File: src/rtl/gray_pkg.sv
// rtl/gray_pkg.sv - shared types, defaults and Gray conversion for the Gray counter sequencer
package gray_pkg;

  localparam int WIDTH_DEF   = 8;
  localparam int PRESC_W_DEF = 4;

  typedef enum logic [1:0] {
    ST_IDLE  = 2'd0,
    ST_RUN   = 2'd1,
    ST_PAUSE = 2'd2,
    ST_DONE  = 2'd3
  } state_e;

  // Generic up to 32 bits; callers cast the result down to their own width.
  function automatic logic [31:0] bin2gray(input logic [31:0] b);
    return b ^ (b >> 1);
  endfunction

endpackage

File: src/rtl/gray_count_core.sv
// rtl/gray_count_core.sv - binary up/down counter with a registered Gray image and wrap event
module gray_count_core
  import gray_pkg::*;
#(
  parameter int WIDTH = WIDTH_DEF
) (
  input  logic             clk,
  input  logic             rst_n,
  input  logic             load,
  input  logic [WIDTH-1:0] load_val,
  input  logic             step,
  input  logic             up,
  output logic [WIDTH-1:0] binary,
  output logic [WIDTH-1:0] gray,
  output logic             wrap_evt
);

  logic [WIDTH-1:0] bin_q, bin_d;
  logic [WIDTH-1:0] gray_q, gray_d;

  always_comb begin
    bin_d = bin_q;
    if (load) begin
      bin_d = load_val;
    end else if (step) begin
      bin_d = up ? (bin_q + WIDTH'(1)) : (bin_q - WIDTH'(1));
    end
    // Gray is derived from the next binary so both registers update on the same edge.
    gray_d = WIDTH'(bin2gray(32'(bin_d)));
  end

  assign wrap_evt = step && !load && (up ? (&bin_q) : (bin_q == '0));

  always_ff @(posedge clk or negedge rst_n) begin
    if (!rst_n) begin
      bin_q  <= '0;
      gray_q <= '0;
    end else begin
      bin_q  <= bin_d;
      gray_q <= gray_d;
    end
  end

  assign binary = bin_q;
  assign gray   = gray_q;

endmodule

File: src/rtl/gray_seq_ctrl.sv
// rtl/gray_seq_ctrl.sv - command sequencer: FSM, prescaler and start-time configuration latches
module gray_seq_ctrl
  import gray_pkg::*;
#(
  parameter int WIDTH   = WIDTH_DEF,
  parameter int PRESC_W = PRESC_W_DEF
) (
  input  logic               clk,
  input  logic               rst_n,
  input  logic               start,
  input  logic               stop,
  input  logic               pause,
  input  logic               dir,
  input  logic               one_shot,
  input  logic [PRESC_W-1:0] presc,
  input  logic [WIDTH-1:0]   limit,
  output logic [WIDTH-1:0]   gray,
  output logic               busy,
  output logic               done,
  output logic               wrap
);

  state_e             state_q, state_d;
  logic [PRESC_W-1:0] cnt_q, cnt_d;
  logic [PRESC_W-1:0] presc_q, presc_d;
  logic [WIDTH-1:0]   limit_q, limit_d;
  logic               dir_q, dir_d;
  logic               os_q, os_d;
  logic               busy_q, done_q, wrap_q;

  logic               load, step, wrap_evt;
  logic [WIDTH-1:0]   load_val, binary, target, next_bin;

  gray_count_core #(
    .WIDTH(WIDTH)
  ) u_core (
    .clk      (clk),
    .rst_n    (rst_n),
    .load     (load),
    .load_val (load_val),
    .step     (step),
    .up       (dir_q),
    .binary   (binary),
    .gray     (gray),
    .wrap_evt (wrap_evt)
  );

  assign load_val = dir ? '0 : limit;
  assign target   = dir_q ? limit_q : '0;
  assign next_bin = dir_q ? (binary + WIDTH'(1)) : (binary - WIDTH'(1));

  always_comb begin
    state_d = state_q;
    cnt_d   = cnt_q;
    presc_d = presc_q;
    limit_d = limit_q;
    dir_d   = dir_q;
    os_d    = os_q;
    load    = 1'b0;
    step    = 1'b0;
    case (state_q)
      ST_IDLE, ST_DONE: begin
        if (stop) begin
          state_d = ST_IDLE;
        end else if (!pause && start) begin
          dir_d   = dir;
          os_d    = one_shot;
          presc_d = presc;
          limit_d = limit;
          load    = 1'b1;
          cnt_d   = '0;
          state_d = ST_RUN;
        end
      end
      ST_RUN: begin
        if (stop) begin
          state_d = ST_IDLE;
        end else if (pause) begin
          state_d = ST_PAUSE;
        end else if (os_q && (binary == target)) begin
          // Loaded value already sits on the target: finish without stepping.
          state_d = ST_DONE;
        end else if (cnt_q == presc_q) begin
          step  = 1'b1;
          cnt_d = '0;
          if (os_q && (next_bin == target)) begin
            state_d = ST_DONE;
          end
        end else begin
          cnt_d = cnt_q + PRESC_W'(1);
        end
      end
      ST_PAUSE: begin
        if (stop) begin
          state_d = ST_IDLE;
        end else if (!pause) begin
          state_d = ST_RUN;
        end
      end
      default: state_d = ST_IDLE;
    endcase
  end

  always_ff @(posedge clk or negedge rst_n) begin
    if (!rst_n) begin
      state_q <= ST_IDLE;
      cnt_q   <= '0;
      presc_q <= '0;
      limit_q <= '0;
      dir_q   <= 1'b0;
      os_q    <= 1'b0;
      busy_q  <= 1'b0;
      done_q  <= 1'b0;
      wrap_q  <= 1'b0;
    end else begin
      state_q <= state_d;
      cnt_q   <= cnt_d;
      presc_q <= presc_d;
      limit_q <= limit_d;
      dir_q   <= dir_d;
      os_q    <= os_d;
      busy_q  <= (state_d == ST_RUN) || (state_d == ST_PAUSE);
      done_q  <= (state_d == ST_DONE) && (state_q != ST_DONE);
      wrap_q  <= wrap_evt && !os_q;
    end
  end

  assign busy = busy_q;
  assign done = done_q;
  assign wrap = wrap_q;

endmodule
File: config.mk
export PLATFORM = sky130hd
export DESIGN_NAME = gray_seq_ctrl
export DESIGN_NICKNAME = d
export VERILOG_FILES = /design/src/rtl/gray_pkg.sv /design/src/rtl/gray_count_core.sv /design/src/rtl/gray_seq_ctrl.sv
export SDC_FILE = /design/constraint.sdc
export NUM_CORES = 1
export LEC_CHECK = 0
export CORE_UTILIZATION = 25
export DETAILED_ROUTE_END_ITERATION = 10
export DONT_BUFFER_PORTS = 1
export PLACE_DENSITY = 0.41
export SLEW_MARGIN = 30
export SYNTH_ARGS = -nofsm -noshare
export SYNTH_HDL_FRONTEND = slang
export SYNTH_SLANG_ARGS = --single-unit
File: constraint.sdc
create_clock -name clk -period 5.29 [get_ports clk]
set_input_delay 1.058 -clock clk [delete_from_list [all_inputs] [get_ports clk]]
set_output_delay 1.058 -clock clk [all_outputs]
set_load 0.02 [all_outputs]
Word-level counts from Yosys, hierarchy flattened
Index checks and enable logic that the tools add are counted. W data, S select, Z words.

Equal/unequal tests: 15. Reduce and logical (&&, ||, !) cells: 18. Bitwise logic cells: 2. Mux-type cells: 31. Add/sub/neg operators: 3.

Operator list (count): $mux W8 (5); $mux W4 (6); $mux W2 (9); $eq A8 B8 Y1 (2); $ne A2 B2 Y1 const B (6); $mux W1 (9); $add A8 B1 Y8 const B (1); $eq A2 B2 Y1 const B (4); $logic_not A8 Y1 (1); $pmux W4 S2 (1); $reduce_and A8 Y1 (1); $sub A8 B1 Y8 const B (1); $xor A8 B7 Y8 (1); $logic_and A1 B1 Y1 (7); $pmux W2 S3 (1); $reduce_and A6 Y1 (1); $add A4 B1 Y4 const B (1); $eq A2 B1 Y1 const B (2); $eq A4 B4 Y1 (1); $logic_not A1 Y1 (3); $reduce_and A3 Y1 (1); $logic_not A2 Y1 (1); $reduce_bool A2 Y1 (1); $reduce_or A2 Y1 (1); 2 further kinds (2).

Output and inout port bits: 11. Register bits: 39. Input bits: 19.

Logic depth before layout (Yosys ltp)
Gate-level depths: netlist of run 1.

Word-level depth: 12. Gate-level depth with buffers: 13.

Hierarchy
Synthesis of run 1 repeated with hierarchy kept, for this count alone.

Cells, all modules: 313. Area total of the unflattened synthesis: 2857.7 um2.

By module, submodules not included: gray_seq_ctrl (area an instance 1741.7 um2, instances 1, cells an instance 186); gray_count_core (area an instance 1116.1 um2, instances 1, cells an instance 127).

Worst setup path before layout of run 1
OpenSTA, ideal clock, no wires.

Path type: flip-flop to flip-flop. Start: reg dir_q. End: reg busy_q, in the netlist busy. Slack: 2.333 ns. Cell stages (with the launch flop): 13. Setup time: 0.126 ns. Data arrival time: 2.831 ns. Required time: 5.164 ns. Cells stage by stage: dfrtp_1 buf_2 buf_2 inv_2 ha_1 a211oi_2 nor4_1 o31a_1 or3_1 a21oi_1 o2111ai_1 a211oi_1 ha_1.

Word-level cells in the longest chain between the ends: 11. Elaborated cells between the ends (all ways): 15. Those cells by class: eq/ne: 4; mux: 8; reduce/logical: 3.

Ends and longest elaborated chain: start, declared (line gray_seq_ctrl.sv:27) `logic dir_q, dir_d;`; start signal, assigned (line gray_seq_ctrl.sv:120) `dir_q <= dir_d;`; $mux W8 (on tied branches) (line gray_seq_ctrl.sv:50, gray_seq_ctrl.sv:49); $eq A8 B8 Y1 (line gray_seq_ctrl.sv:86) `if (os_q && (next_bin == target)) begin`; $logic_and A1 B1 Y1 (line gray_seq_ctrl.sv:86); $mux W2 (line gray_seq_ctrl.sv:86); $mux W2 (line gray_seq_ctrl.sv:83) `end else if (cnt_q == presc_q) begin`; $mux W2 (*) (line gray_seq_ctrl.sv:80) `end else if (os_q && (binary == target)) begin`; $mux W2 (*) (line gray_seq_ctrl.sv:78) `end else if (pause) begin`; $mux W2 (*) (line gray_seq_ctrl.sv:76) `if (stop) begin`; $pmux W2 S3 (*) (line gray_seq_ctrl.sv:61) `case (state_q)`; via state_d[1] (line gray_seq_ctrl.sv:23) `state_e state_q, state_d;`; $eq A2 B1 Y1 or $eq A2 B2 Y1 (tied branches) (line gray_seq_ctrl.sv:122) `busy_q <= (state_d == ST_RUN) || (state_d == ST_PAUSE);`; $logic_or A1 B1 Y1 (*) (line gray_seq_ctrl.sv:122); end signal, assigned (line gray_seq_ctrl.sv:122); end, declared (line gray_seq_ctrl.sv:29) `logic busy_q, done_q, wrap_q;`.

Mark *: on every way through the listed nets, which the timed path passes. The rest lies on a longest branch. A chain may end at the register's enable or synchronous reset.

Final worst setup path of run 1
Ends and elaborated chain as after synthesis.

==> results of run 1 <==
[layout by cell type, fill, tap and decap left out, types with 3 or more instances in the layout]
cell type / count
mux2_2: 4
o22ai_1: 6
nor3_1: 3
nor2b_1: 5
nand2_1: 50
xnor2_1: 14
o211ai_1: 3
o21ai_0: 14
xor2_1: 14
o21ai_1: 6
nand2b_1: 7
ha_1: 11
inv_1: 14
clkbuf_8: 6
nor2_1: 18
and3_1: 3
nor4_1: 5
mux2_1: 3
dfrtp_1: 38
mux2i_1: 4
nand4_1: 3
a21oi_1: 19
nand3_1: 8
[worst max-delay path by stage]
| stage | to | slack, ps | cells after the start |
|---|---|---|---|
| after detailed placement | busy$_DFF_PN0_ | 1780 | 10 |
| final | busy$_DFF_PN0_ | 1780 | 10 |
| after floorplan | busy$_DFF_PN0_ | 2330 | 12 |
| after CTS | busy$_DFF_PN0_ | 1760 | 10 |
| after global placement | busy$_DFF_PN0_ | 1890 | 10 |
| after global routing | done$_DFF_PN0_ | 1480 | 11 |
[critical path, delay by kind of cell (launching register included)]
kind | cells | cell delay [ps]
AOI/OAI and AO/OA | 5 | 1340
xor gates and xnor gates | 1 | 190
adders and majority gates | 2 | 690
buffers and inverters | 1 | 250
DFF | 1 | 760
and+or+nand+nor | 1 | 160
[power breakdown]
| part | internal, mW | switching [mW] | total, mW |
|---|---|---|---|
| combinational | 0.280 | 0.350 | 0.630 |
| sequential | 0.372 | 0.154 | 0.526 |
| clock | 0.105 | 0.109 | 0.214 |
| total | 0.758 | 0.613 | 1.37 |
[through the flow]
stage                     total power [mW]  utilization, %
final                                 1.37            27.7
after global routing                  1.49            27.7
after CTS                             1.38            27.7
after detailed placement              1.16            26.9
after global placement                1.17            26.9
after floorplan                       1.03               -
[logic make-up after synthesis]
family | after synthesis | share of synthesized area (%)
AND/OR/NAND/NOR | 118 | 22.4
buffers and inverters | 29 | 4.90
AO/OA/AOI/OAI | 73 | 17.8
XOR/XNOR | 28 | 9.14
flip-flops | 38 | 35.4
multiplexers | 11 | 4.43
adder cells (fa/ha/maj) | 12 | 5.88
[registers in the layout, summed over array words and instances (netlist names)]
signal	cells
busy	1
presc_q	4
done	1
state_q	2
u_core.gray	7
wrap	1
u_core.binary	8
cnt_q	4
dir_q	1
limit_q	8
os_q	1
[final cells by class]
cell class                      count  area, um^2
Timing Repair Buffer                1        7.51
Clock inverter                      1        5.00
Clock buffer                        7        86.3
Fill cell                        1139        7490
Inverter                           15        56.3
Multi-Input combinational cell    242        1600
Tap cell                          136         170
Sequential cell                    38         951
[layer usage]
layer	share of wire (%)	routed length [um]	vias to the layer above	track usage [%]
met5	0	0	-	0
met4	2.0	138	0	4.76
met3	3.3	221	10	1.98
met2	46	3080	41	20.1
met1	49	3310	1025	17.1
li1	-	-	1085	-
==> summary.md, run 1 <==
| Metric | Value |
|---|---|
| Outcome | finished clean |
| Initial antenna violation count | 0 |
| Worst r2r src | dir_q$_DFFE_PN0P_ |
| Clock-pin transition on the worst setup and hold timing paths | 80 ps |
| Largest net degree at the start of global routing | 39 |
| DRC marker count from the first detailed-route iteration | 157 |
| Final Skew | 5.76 ps |
| Area Overhead vs Synth | 7.23% |
| Critical Path RT | 5470 ps |
| TritonCTS Sinks | 38 |
| Synth cell count leaders | 50 x nand2_1, 38 x dfrtp_1, 19 x a21oi_1, 18 x nor2_1 |
| DR WL/cell | 15.4 um |
| Normalized max-slew margin | 56.9% |
| Top cells by area, synth | dfrtp_1 35%, nand2_1 7.0%, ha_1 5.1% |
| Top cell type's share of synthesized area | 35.4% |
| Synth async-reset ratio | 100% |
| CTS root buf | clkbuf_8 |
| Slew Viols, Final | 0 |
| Top-count cell post-synth | nand2_1 |
| Largest incremental delay on the critical path | 760 ps |
| CP Max Fanout | 19 |
| Vias post-DR | 2161 |
| MaxCap Viol Count | 0 |
| Placed cells | 432 |
| CTS tree | yes |
| Cell chain of the critical path | inv_2, ha_1, nor2b_1, o21ai_1, a21oi_1, o311ai_1, xor2_1, o2111ai_1, a211oi_1, ha_1 |
| Reg2Reg Depth | 10 |
| # setup viols final | 0 |
| Worst EP arrival | 3690 ps |
| Core area | 10400 um^2 |
| Avg Cell Area, Syn | 8.68 um^2 |
| Cell area power density | 476 nW/um^2 |
| Hold Crit Class | in2async |
| R2R Path End | busy$_DFF_PN0_ |
| Post-synth EDFFs | 0 |
| Site row count | 37 |
| Worst path slowest cell | dfrtp_1 |
| Net Count, Synth | 340 |
| Die area | 11100 um^2 |
| Period utilization | 66.3% |
| Routed Antenna Nets | 0 |
| Die Span X | 106 um |
| Ys flop type | dfrtp_1 |
| TritonRoute pass-1 iters | 4 |
| RSZ-0062 raised after global routing | no |
| Critical Path Most Common Cell | ha_1 |
| Final hold vios | 0 |
| Vias in the first global route | 2063 |
| I/O Buffers | 0 |
| Clk Latency, worst-skew pair | 290 ps |
| Lkg Pwr | 1.22 nW |
| Setup Total Neg Slack | 0 ps |
| # resized after CTS | 0 |
| Post-Layout Inst Area | 2880 um^2 |
| CP Capture Type | flip-flop |
| Minimum clock period | 3510 ps |
| Non-Filler Instances | 440 |
| Post-DP HPWL | 4.89 mm |
| Crit start category | flip-flop |
| # hold bufs at CTS | 0 |
| Total Wirelength | 6.75 mm |
| Total track usage | 12.6% |
| CTS max path bufs | 2 |
| DR DRC count | 0 |
| Worst Setup SP | dir_q$_DFFE_PN0P_ |
| Final GP Congestion | 0.830 |
| Via-to-Cell Ratio | 4.91 |
| VDD IR max | 0.186 mV |
| #FFs+latches synth | 38 |
| Synth unique cells | 61 |
| Place WS | 1780 ps |
| Area of the mapped netlist | 2680 um^2 |
| Worst hold slack | 447 ps |
| Syn Inst Count | 309 |
| Seq/Total Area, Yosys | 35.4% |
| Least-Margin Pin Slew | 647 ps |
| First-pass GRT wire length | 11.0 mm |
| GR Overflow Total | 0 |
| Post-CTS setup buffer count | 0 |
| Leading area contributor after synthesis | dfrtp_1 |
| Synth warnings | 0 |
| Chip height | 106 um |
| Crit path kind | reg2reg |
| Boundary Pins | 30 |
| H-tree levels | 2 |
| Antenna cells | 0 |
| Final nets | 334 |
| Placed inst area | 2790 um^2 |
| Worst R2R Setup Slack | 1780 ps |
| Final setup margin | 1780 ps |
| Initial core utilization | 25.9% |
| Num CTS Buffers | 5 |
| Fraction of layout cells with a size suffix above 1 | 6.58% |
| FMAX | 0.285 GHz |
(Power assumes the default switching activity.)
==> run 2: changes to the inputs <==
==> constraint.sdc (replaced) <==
create_clock -name clk -period 3.4 [get_ports clk]
set_input_delay 0.68 -clock clk [delete_from_list [all_inputs] [get_ports clk]]
set_output_delay 0.68 -clock clk [all_outputs]
set_load 0.02 [all_outputs]
==> run 2 against run 1 <==
  * Sequential share of layout area fell by 0.34 points
  * Highest routed layer unchanged
  * Maximum frequency increased by 13%
  * Hold slack worse by 380 ps
  * Power rose by 59%
  * Routed wire length grew 4.3%
  * Final cell count up 0.91%
  * Clock-buffer cell count did not move
==> summary.md, run 2 (same netlist as run 1, synthesis figures left out) <==
| Metric | Value |
|---|---|
| RSZ-0062 raised after global routing | no |
| Critical Path RT | 3590 ps (-1880 ps) |
| Minimum clock period | 3100 ps (-407 ps) |
| CP top delay family | compound AO/OA/AOI/OAI gates |
| Final hold vios | 0 (unchanged) |
| GR Overflow Total | 0 (unchanged) |
| Total track usage | 13.4% (+0.84 points) |
| Clock-pin transition on the worst setup and hold timing paths | 80 ps (about the same) |
| CTS max path bufs | 2 (unchanged) |
| Worst hold slack | 63.6 ps (-384 ps) |
| Period utilization | 91.2% (+25 points) |
| H-tree levels | 2 (unchanged) |
| CP Capture Type | flip-flop |
| Setup Total Neg Slack | 0 ps (unchanged) |
| Chip height | 106 um (unchanged) |
| TritonRoute pass-1 iters | 4 (unchanged) |
| Slew Viols, Final | 0 (unchanged) |
| Total Wirelength | 7.05 mm (+4.3%) |
| Worst EP arrival | 3290 ps (-400 ps) |
| FF+latch area | 951 um^2 (unchanged) |
| Least-Margin Pin Slew | 707 ps (+59.4 ps) |
| Largest net degree at the start of global routing | 39 (unchanged) |
| Outcome | finished clean |
| MaxCap Viol Count | 0 (unchanged) |
| Place WS | 300 ps (-1480 ps) |
| Clk Latency, worst-skew pair | 300 ps (about the same) |
| Cell chain of the critical path | inv_1, fa_1, nor2b_1, o21ai_1, and3_1, or2_1, o41ai_1, o2111ai_1, a211oi_1, ha_1 |
| Post-Layout Inst Area | 2910 um^2 (+1.0%) |
| Die Span X | 106 um (unchanged) |
| Final nets | 338 (+1.2%) |
| DRC marker count from the first detailed-route iteration | 162 (+3.2%) |
| CTS root buf | clkbuf_8 |
| Vias in the first global route | 2159 (+4.7%) |
| DR WL/cell | 15.9 um (+3.4%) |
| Multi-input gate area | 1600 um^2 (unchanged) |
| CP bufs+invs | 1 (unchanged) |
| CP Max Fanout | 10 (-9) |
| # hold bufs at CTS | 0 (unchanged) |
| Crit start category | flip-flop |
| Via-to-Cell Ratio | 4.93 (+0.47%) |
| Final GP Congestion | 0.852 (+2.7%) |
| Area Overhead vs Synth | 8.35% |
| Normalized max-slew margin | 52.9% (-4.0 points) |
| I/O Buffers | 0 (unchanged) |
| Post-layout util | 28.0% (+0.29 points) |
| Commonest non-fill, non-tap cell in the layout | nand2_1 |
| Final setup margin | 301 ps (-1480 ps) |
| Crit path kind | reg2reg |
| Core area | 10400 um^2 (unchanged) |
| Initial antenna violation count | 0 (unchanged) |
| CTS tree | yes |
| DR DRC count | 0 (unchanged) |
| Final-layout fill cell count | 1144 (+0.44%) |
| Worst path slowest cell | dfrtp_1 |
| Placed cells | 436 (+0.93%) |
| Cell area power density | 752 nW/um^2 (+58%) |
| Pwr Total | 2.18 mW (+59%) |
| Most frequent cells in the layout | 50 x nand2_1, 38 x dfrtp_1, 19 x a21oi_1, 18 x nor2_1 |
| Post-DP HPWL | 5.18 mm (+5.9%) |
| Fraction of layout cells with a size suffix above 1 | 7.79% (+1.2 points) |
| TritonCTS Sinks | 38 (unchanged) |
| Placed inst area | 2820 um^2 (+1.1%) |
| Final Skew | 7.30 ps (+1.54 ps) |
| Die area | 11100 um^2 (unchanged) |
| Post-CTS setup buffer count | 0 (unchanged) |
| First-pass GRT wire length | 11.7 mm (+7.0%) |
| Site row count | 37 (unchanged) |
| Routed Antenna Nets | 0 (unchanged) |
| Hold Crit Class | in2async |
| # resized after CTS | 0 (unchanged) |
| # setup viols final | 0 (unchanged) |
| Num CTS Buffers | 5 (unchanged) |
| Vias post-DR | 2191 (+1.4%) |
| Antenna cells | 0 (unchanged) |
| Largest incremental delay on the critical path | 540 ps (-220 ps) |
| Lkg Pwr | 1.24 nW (+1.5%) |
| Initial core utilization | 25.9% (unchanged) |
| FMAX | 0.323 GHz (+13%) |
| Boundary Pins | 30 (unchanged) |
| Non-Filler Instances | 444 (+0.91%) |
| VDD IR max | 0.324 mV (+75%) |
==> run 2: cell count changes in the layout (fill, tap and decap cells not counted), sizes merged <==
cell  delta
buf      +4
==> run 2: final timing paths <==
| check | start | endpoint | slack, ps | cells past startpoint |
|---|---|---|---|---|
| max | u_core.binary[0]$_DFF_PN0_ | busy$_DFF_PN0_ | 300 | 10 |
| max reg2reg | u_core.binary[0]$_DFF_PN0_ | busy$_DFF_PN0_ | 300 | 10 |
| max in group asynchronous | rst_n | cnt_q[1]$_DFFE_PN0P_ | 3240 | 0 |
| min | rst_n | u_core.gray[2]$_DFF_PN0_ | 60 | 0 |
| min reg2reg | presc_q[2]$_DFFE_PN0P_ | presc_q[2]$_DFFE_PN0P_ | 510 | 2 |
| min in group clk | stop | state_q[1]$_DFF_PN0_ | 450 | 1 |
==> run 2: layout make-up <==
class,count,share of cell area [%]
Timing Repair Buffer,5,1.29
Multi-Input combinational cell,242,55.1
Sequential cell,38,32.7
Tap cell,136,5.85
Clock buffer,7,2.97
Inverter,15,1.94
Clock inverter,1,0.172
==> run 2: layer usage <==
layer	vias to the layer above	wire length [um]	global-route usage [%]
met2	43	3220	20.9
met3	11	209	2.35
li1	1095	-	-
met4	0	170	6.15
met5	-	0	0
met1	1042	3440	18.1
==> run 2: where the power goes <==
group	total (mW)	switching, mW	internal (mW)
registers	0.806	0.227	0.579
logic	1.05	0.589	0.457
clock network	0.333	0.169	0.164
